[config.mk]
export PLATFORM = sky130hd
export DESIGN_NAME = blinky_multi
export DESIGN_NICKNAME = d
export VERILOG_FILES = /design/src/rtl/blinky_pkg.sv /design/src/rtl/blinky_channel.sv /design/src/rtl/blinky_multi.sv
export SDC_FILE = /design/constraint.sdc
export NUM_CORES = 1
export LEC_CHECK = 0
export ABC_AREA = 1
export BUFFER_PORTS_ARGS = -buffer_cell sky130_fd_sc_hd__buf_4
export CAP_MARGIN = 20
export CORE_ASPECT_RATIO = 2
export CORE_MARGIN = 4
export CORE_UTILIZATION = 68
export CTS_CLUSTER_SIZE = 25
export DETAILED_ROUTE_END_ITERATION = 10
export PLACE_DENSITY = 0.9
export SLEW_MARGIN = 20
export SYNTH_ARGS = -nofsm -noshare
export SYNTH_HDL_FRONTEND = slang
export SYNTH_SLANG_ARGS = --single-unit
[constraint.sdc]
create_clock -name clk -period 2.8 [get_ports clk]
set_clock_uncertainty 0.05 [all_clocks]
set_input_delay 0.28 -clock clk [delete_from_list [all_inputs] [get_ports clk]]
set_output_delay 0.28 -clock clk [all_outputs]
set_load 0.01 [all_outputs]
[src/rtl/blinky_pkg.sv]
// blinky_pkg: shared types, constants and width helper for the blinky_multi LED driver
package blinky_pkg;
   typedef enum logic {
      MODE_BLINK   = 1'b0,
      MODE_BREATHE = 1'b1
   } mode_e;
   typedef enum logic {
      ST_IDLE = 1'b0,
      ST_RUN  = 1'b1
   } chan_state_e;
   localparam int SYNC_STAGES = 2;
   // Counter width able to hold 0..v-1, never narrower than one bit.
   function automatic int clog2_min1(input int v);
      return (v <= 2) ? 1 : $clog2(v);
   endfunction
endpackage

[src/rtl/blinky_channel.sv]
// blinky_channel: one LED channel -- optional en debounce, IDLE/RUN FSM, blink and breathe datapaths, led flop
//   Debounce is built only when BLINKY_DEBOUNCE_EN is defined.
//   Ports: clk_i clock, rst_ni async active-low reset, tick_i prescaler tick,
//          en_i synchronised enable, mode_i synchronised mode, pwm_i shared PWM count,
//          led_o registered LED drive (1 = lit).
module blinky_channel
   import blinky_pkg::*;
#(
   parameter int PERIOD_TICKS   = 500,
   parameter int PWM_BITS       = 8,
   parameter int DEBOUNCE_TICKS = 20,
   parameter bit INVERT         = 1'b0
) (
   input  logic                clk_i,
   input  logic                rst_ni,
   input  logic                tick_i,
   input  logic                en_i,
   input  mode_e               mode_i,
   input  logic [PWM_BITS-1:0] pwm_i,
   output logic                led_o
);
   localparam int PH_W = clog2_min1(PERIOD_TICKS);
   localparam logic [PH_W-1:0] PH_LAST = PH_W'(PERIOD_TICKS - 1);
   localparam logic [PWM_BITS-1:0] DUTY_MAX = '1;
   logic en_acc;
   chan_state_e state_q, state_d;
   logic [PH_W-1:0] phase_q, phase_d;
   logic [PWM_BITS-1:0] duty_q, duty_d;
   logic blink_q, blink_d;
   logic dir_dn_q, dir_dn_d;
   logic led_q, led_d;
   logic start, step;
`ifdef BLINKY_DEBOUNCE_EN
   localparam int DB_W = clog2_min1(DEBOUNCE_TICKS + 1);
   localparam logic [DB_W-1:0] DB_LAST = DB_W'(DEBOUNCE_TICKS - 1);
   logic [DB_W-1:0] db_cnt_q, db_cnt_d;
   logic acc_q, acc_d;
   // Count ticks during which the input disagrees with the accepted level;
   // any return to agreement discards the partial count.
   always_comb begin
      acc_d = acc_q;
      db_cnt_d = db_cnt_q;
      if (en_i == acc_q)
         db_cnt_d = '0;
      else if (tick_i) begin
         acc_d = (db_cnt_q == DB_LAST) ? en_i : acc_q;
         db_cnt_d = (db_cnt_q == DB_LAST) ? '0 : db_cnt_q + 1'b1;
      end
   end
   always_ff @(posedge clk_i or negedge rst_ni) begin
      if (!rst_ni) begin
         acc_q <= 1'b0;
         db_cnt_q <= '0;
      end else begin
         acc_q <= acc_d;
         db_cnt_q <= db_cnt_d;
      end
   end
   assign en_acc = acc_q;
`else
   assign en_acc = en_i;
`endif
   always_ff @(posedge clk_i or negedge rst_ni) begin
      if (!rst_ni)
         state_q <= ST_IDLE;
      else
         state_q <= state_d;
   end
   always_comb begin
      state_d = en_acc ? ST_RUN : ST_IDLE;
   end
   always_comb begin
      led_d = (state_q == ST_RUN) &&
              ((mode_i == MODE_BREATHE) ? (pwm_i < duty_q) : (blink_q ^ INVERT));
   end
   // Entry restarts the pattern; a tick in the entry cycle or in the
   // disable cycle is deliberately dropped.
   assign start = (state_q == ST_IDLE) && en_acc;
   assign step  = (state_q == ST_RUN) && en_acc && tick_i;
   always_comb begin
      phase_d = phase_q;
      blink_d = blink_q;
      duty_d = duty_q;
      dir_dn_d = dir_dn_q;
      if (start) begin
         phase_d = '0;
         blink_d = 1'b1;
         duty_d = '0;
         dir_dn_d = 1'b0;
      end else if (step && mode_i == MODE_BLINK) begin
         phase_d = (phase_q == PH_LAST) ? '0 : phase_q + 1'b1;
         blink_d = blink_q ^ (phase_q == PH_LAST);
      end else if (step) begin
         // The turn-around tick at either end only flips direction.
         dir_dn_d = dir_dn_q ? (duty_q != '0) : (duty_q == DUTY_MAX);
         duty_d = dir_dn_q ? ((duty_q == '0) ? duty_q : duty_q - 1'b1)
                           : ((duty_q == DUTY_MAX) ? duty_q : duty_q + 1'b1);
      end
   end
   always_ff @(posedge clk_i or negedge rst_ni) begin
      if (!rst_ni) begin
         phase_q <= '0;
         blink_q <= 1'b0;
         duty_q <= '0;
         dir_dn_q <= 1'b0;
         led_q <= 1'b0;
      end else begin
         phase_q <= phase_d;
         blink_q <= blink_d;
         duty_q <= duty_d;
         dir_dn_q <= dir_dn_d;
         led_q <= led_d;
      end
   end
   assign led_o = led_q;
endmodule

[src/rtl/blinky_multi.sv]
// blinky_multi: multi-channel LED driver, each channel blinking or breathing (triangle PWM)
//   Defining BLINKY_DEBOUNCE_EN adds per-channel debounce of en.
//   Ports: clk PLL clock, reset_n async active-low reset (PLL lock),
//          en/mode per-channel asynchronous enable and mode (0 blink, 1 breathe),
//          led registered per-channel drive, tick one-clk pulse per prescaler wrap.
module blinky_multi
   import blinky_pkg::*;
#(
   parameter int CHANNELS       = 2,
   parameter int PRESCALE       = 48000,
   parameter int PERIOD_TICKS   = 500,
   parameter int PWM_BITS       = 8,
   parameter int DEBOUNCE_TICKS = 20
) (
   input  logic                clk,
   input  logic                reset_n,
   input  logic [CHANNELS-1:0] en,
   input  logic [CHANNELS-1:0] mode,
   output logic [CHANNELS-1:0] led,
   output logic                tick
);
   localparam int PRE_W = clog2_min1(PRESCALE);
   localparam logic [PRE_W-1:0] PRE_LAST = PRE_W'(PRESCALE - 1);
   logic [SYNC_STAGES-1:0][CHANNELS-1:0] en_sync_q, mode_sync_q;
   logic [PRE_W-1:0] pre_q, pre_d;
   logic [PWM_BITS-1:0] pwm_q, pwm_d;
   assign tick  = (pre_q == PRE_LAST);
   assign pre_d = tick ? '0 : pre_q + 1'b1;
   assign pwm_d = pwm_q + 1'b1;
   always_ff @(posedge clk or negedge reset_n) begin
      if (!reset_n) begin
         en_sync_q <= '0;
         mode_sync_q <= '0;
         pre_q <= '0;
         pwm_q <= '0;
      end else begin
         en_sync_q <= {en_sync_q[SYNC_STAGES-2:0], en};
         mode_sync_q <= {mode_sync_q[SYNC_STAGES-2:0], mode};
         pre_q <= pre_d;
         pwm_q <= pwm_d;
      end
   end
   for (genvar c = 0; c < CHANNELS; c++) begin : g_chan
      blinky_channel #(
         .PERIOD_TICKS  (PERIOD_TICKS),
         .PWM_BITS      (PWM_BITS),
         .DEBOUNCE_TICKS(DEBOUNCE_TICKS),
         .INVERT        (c % 2 == 1)
      ) u_chan (
         .clk_i (clk),
         .rst_ni(reset_n),
         .tick_i(tick),
         .en_i  (en_sync_q[SYNC_STAGES-1][c]),
         .mode_i(mode_e'(mode_sync_q[SYNC_STAGES-1][c])),
         .pwm_i (pwm_q),
         .led_o (led[c])
      );
   end
endmodule
==> results.cfg <==
[synthesis]
synth_compound_area_share_pct = 3.60
synth_top_family_by_area = simple AND/OR/NAND/NOR gates
synth-adder-area-share_pct = 8.67
async_reset_ff_share_pct = 100
synthMostInstantiatedCell = nand2_1
synthCells = 662
netlist.area_leader.share_pct = 38.6
synthMuxAreaShare_pct = 0
synth_edf_count = 0
syn_nets = 700
synth_area_leaders = dfrtp_1 39%, nand2_1 16%, nand3_1 9.6%
syn_area_per_cell_um2 = 7.24
yosysSeqAreaShare_pct = 38.6
synth_top_flop_cell = dfrtp_1
synth_area_leader_cell = dfrtp_1
ys_seq_elements = 74
syn_area_mm2 = 0.00479
synthTopCellsByCount = 201 x nand2_1, 92 x nand3_1, 83 x inv_1
synth-simple-area-share_pct = 36.9
synth_xor_area_share_pct = 4.02
yosys_warnings = 0
yosys.cell_types.count = 35

[routing]
drtIter0Drc = 262
ant_nets = 0
drt_wl_total_um = 11200
vias = 4431
remaining_drc_errors = 0
first_pass_iters = 5
viasPerCell = 5.73
wl_per_cell_um = 14.5

[final_layout]
drive_gt1_share_pct = 6.59
area_growth_pct = 9.35
antenna_cells = 0
fillers = 519
multi_input_area_mm2 = 0.00255
regArea_mm2 = 0.00185
fin_nets = 716

[die]
initial_core_util_pct = 69.6
rows = 43
dieArea_mm2 = 0.00854
num_io_pins = 9
die_w_um = 67.4
core_mm2 = 0.00689
fp.dieH_um = 127

[setup_path]
crit_path_start = pre_q[0]$_DFF_PN0_
r2r_start = pre_q[0]$_DFF_PN0_
crit_path_start_kind = flip-flop
r2r-end = g_chan[1].u_chan.duty_q[1]$_DFFE_PN0P_
cp.required_ns = 2.47
r2r_cells = 7
path_class = reg2out
r2r_slack_ns = 0.85
end_kind = output pin
cp_max_fo = 8
arrival_ns = 1.72

[cts]
clkTransAtPathRegs_ns = 0.06
clkSinkCount = 74
worstSkewPairLatency_ns = 0.34
root_buffer = clkbuf_16
htreeDepth = 3
cts_buffers = 9
cts_resized = 0
cts_buffer_depth = 2
cts_tree = yes

[grt]
grt_max_degree = 75
grt_overflow = 0
grt_usage_pct = 29.6
grt_pass1_wl_um = 19200
first_global_vias = 4396
antenna_found_initial = 0

[timing]
setup_violations = 0
setup_tns_ns = 0
drv_slew = 0
fmax_mhz = 489
tightest_slew_ns = 0.939
grt_setup_unrepaired = false
period_share_pct = 73.1
hold_viol = 0
period_minus_slack_ns = 2.05
slew_headroom_pct = 37.4

[placed_design]
dp_hpwl_um = 8240
port_buffers = 8
globalplace.congestion = 0.934

[power_and_ir_drop]
p_leak_nw = 2.84
power_density_mw_per_mm2 = 433
peakVddDrop_v = 0.000519
finalPower_mw = 2.27

[status]
status = finished, final reports clean

[hold_path]
min_path_type = in2async

[flow_run]
drv_cap = 0
-- power breakdown --
group          switching [mW]  internal [mW]  total, mW
Sequential             0.0195           1.09       1.11
Clock                   0.442          0.626       1.07
Combinational          0.0683         0.0276     0.0959
Total                   0.530           1.74       2.27
-- cells by family (layout without fill, tap and decap cells) --
kind of cell	after synthesis	in the layout
compound gates	32	32
fa+ha+maj	32	32
xor+xnor	22	22
simple gates	404	404
flops	74	74
buf+inv	98	119
-- metrics by stage --
step                hold slack (ns)  cell area [µm²]  instances  util [%]  setup WS (ns)
floorplan                   -0.0656             4790        662         -           1.20
global placement              0.284             4920        753      71.4           1.00
detailed placement            0.292             4920        753      71.4          0.904
CTS                          0.0620             5240        773      76.1          0.736
global route                 0.0970             5240        773      76.1          0.643
finish                       0.0115             5240        773      76.1          0.754
-- area by class of cell --
type	instances	share of cell area, %
multi-input combinational	490	48.6
sequential	74	35.3
inverter	90	6.47
clock buffer	11	4.63
tap	90	2.15
timing repair buffer	13	2.05
clock inverter	5	0.740
-- per-layer routing --
| layer | GRT usage (%) | vias to the layer above | share of wire, % |
|---|---|---|---|
| met5 | 0 | - | 0 |
| met4 | 17.8 | 0 | 5.0 |
| met3 | 4.25 | 52 | 3.9 |
| met2 | 54.5 | 137 | 56 |
| met1 | 29.5 | 2087 | 35 |
| li1 | - | 2155 | - |
-- flip-flops by register name (all words and copies together), names as in the netlist --
name                    flops
g_chan.u_chan.dir_dn_q      2
g_chan.u_chan.duty_q       16
g_chan.u_chan.led_o         2
mode_sync_q                 4
g_chan.u_chan.state_q       2
en_sync_q                   4
g_chan.u_chan.phase_q      18
pwm_q                       8
pre_q                      16
g_chan.u_chan.blink_q       2
-- worst max path at each step --
stage                                                   to  depth (start not counted)
CTS                                                   tick                          6
finish                                                tick                          6
floorplan           g_chan[1].u_chan.duty_q[7]$_DFFE_PN0P_                          9
global placement    g_chan[1].u_chan.duty_q[1]$_DFFE_PN0P_                          7
global route                                          tick                          6
detailed placement  g_chan[1].u_chan.duty_q[1]$_DFFE_PN0P_                          7
-- what timing repair did --
action                                 CTS  global route
hold buffers                             4             0
setup buffers                            0             0
endpoints found under the hold margin    4             0
-- placed cells by master (no fill, tap or decap), drive strengths merged, types with 3 or more instances in the layout --
| cell type | Yosys | layout |
|---|---|---|
| o21ai | 9 | 9 |
| nor2 | 71 | 71 |
| ha | 30 | 30 |
| inv | 88 | 89 |
| xnor2 | 11 | 11 |
| nand2 | 207 | 207 |
| nand3b | 3 | 3 |
| dfrtp | 74 | 74 |
| xor2 | 11 | 11 |
| dlygate4sd3 | 0 | 4 |
| nand3 | 94 | 94 |
| buf | 7 | 9 |
| a21oi | 18 | 18 |
| nor3 | 12 | 12 |
| nand4 | 14 | 14 |
| clkbuf | 1 | 11 |
| clkinvlp | 0 | 4 |
-- worst max-delay path: stages, from the launching register on --
cell,delay (ns)
dfrtp_1,0.38
ha_1,0.21
nand3_1,0.17
nor2_2,0.24
nand2_4,0.11
clkinv_2,0.12
buf_4,0.15
Power figures use the tool's default switching activity.
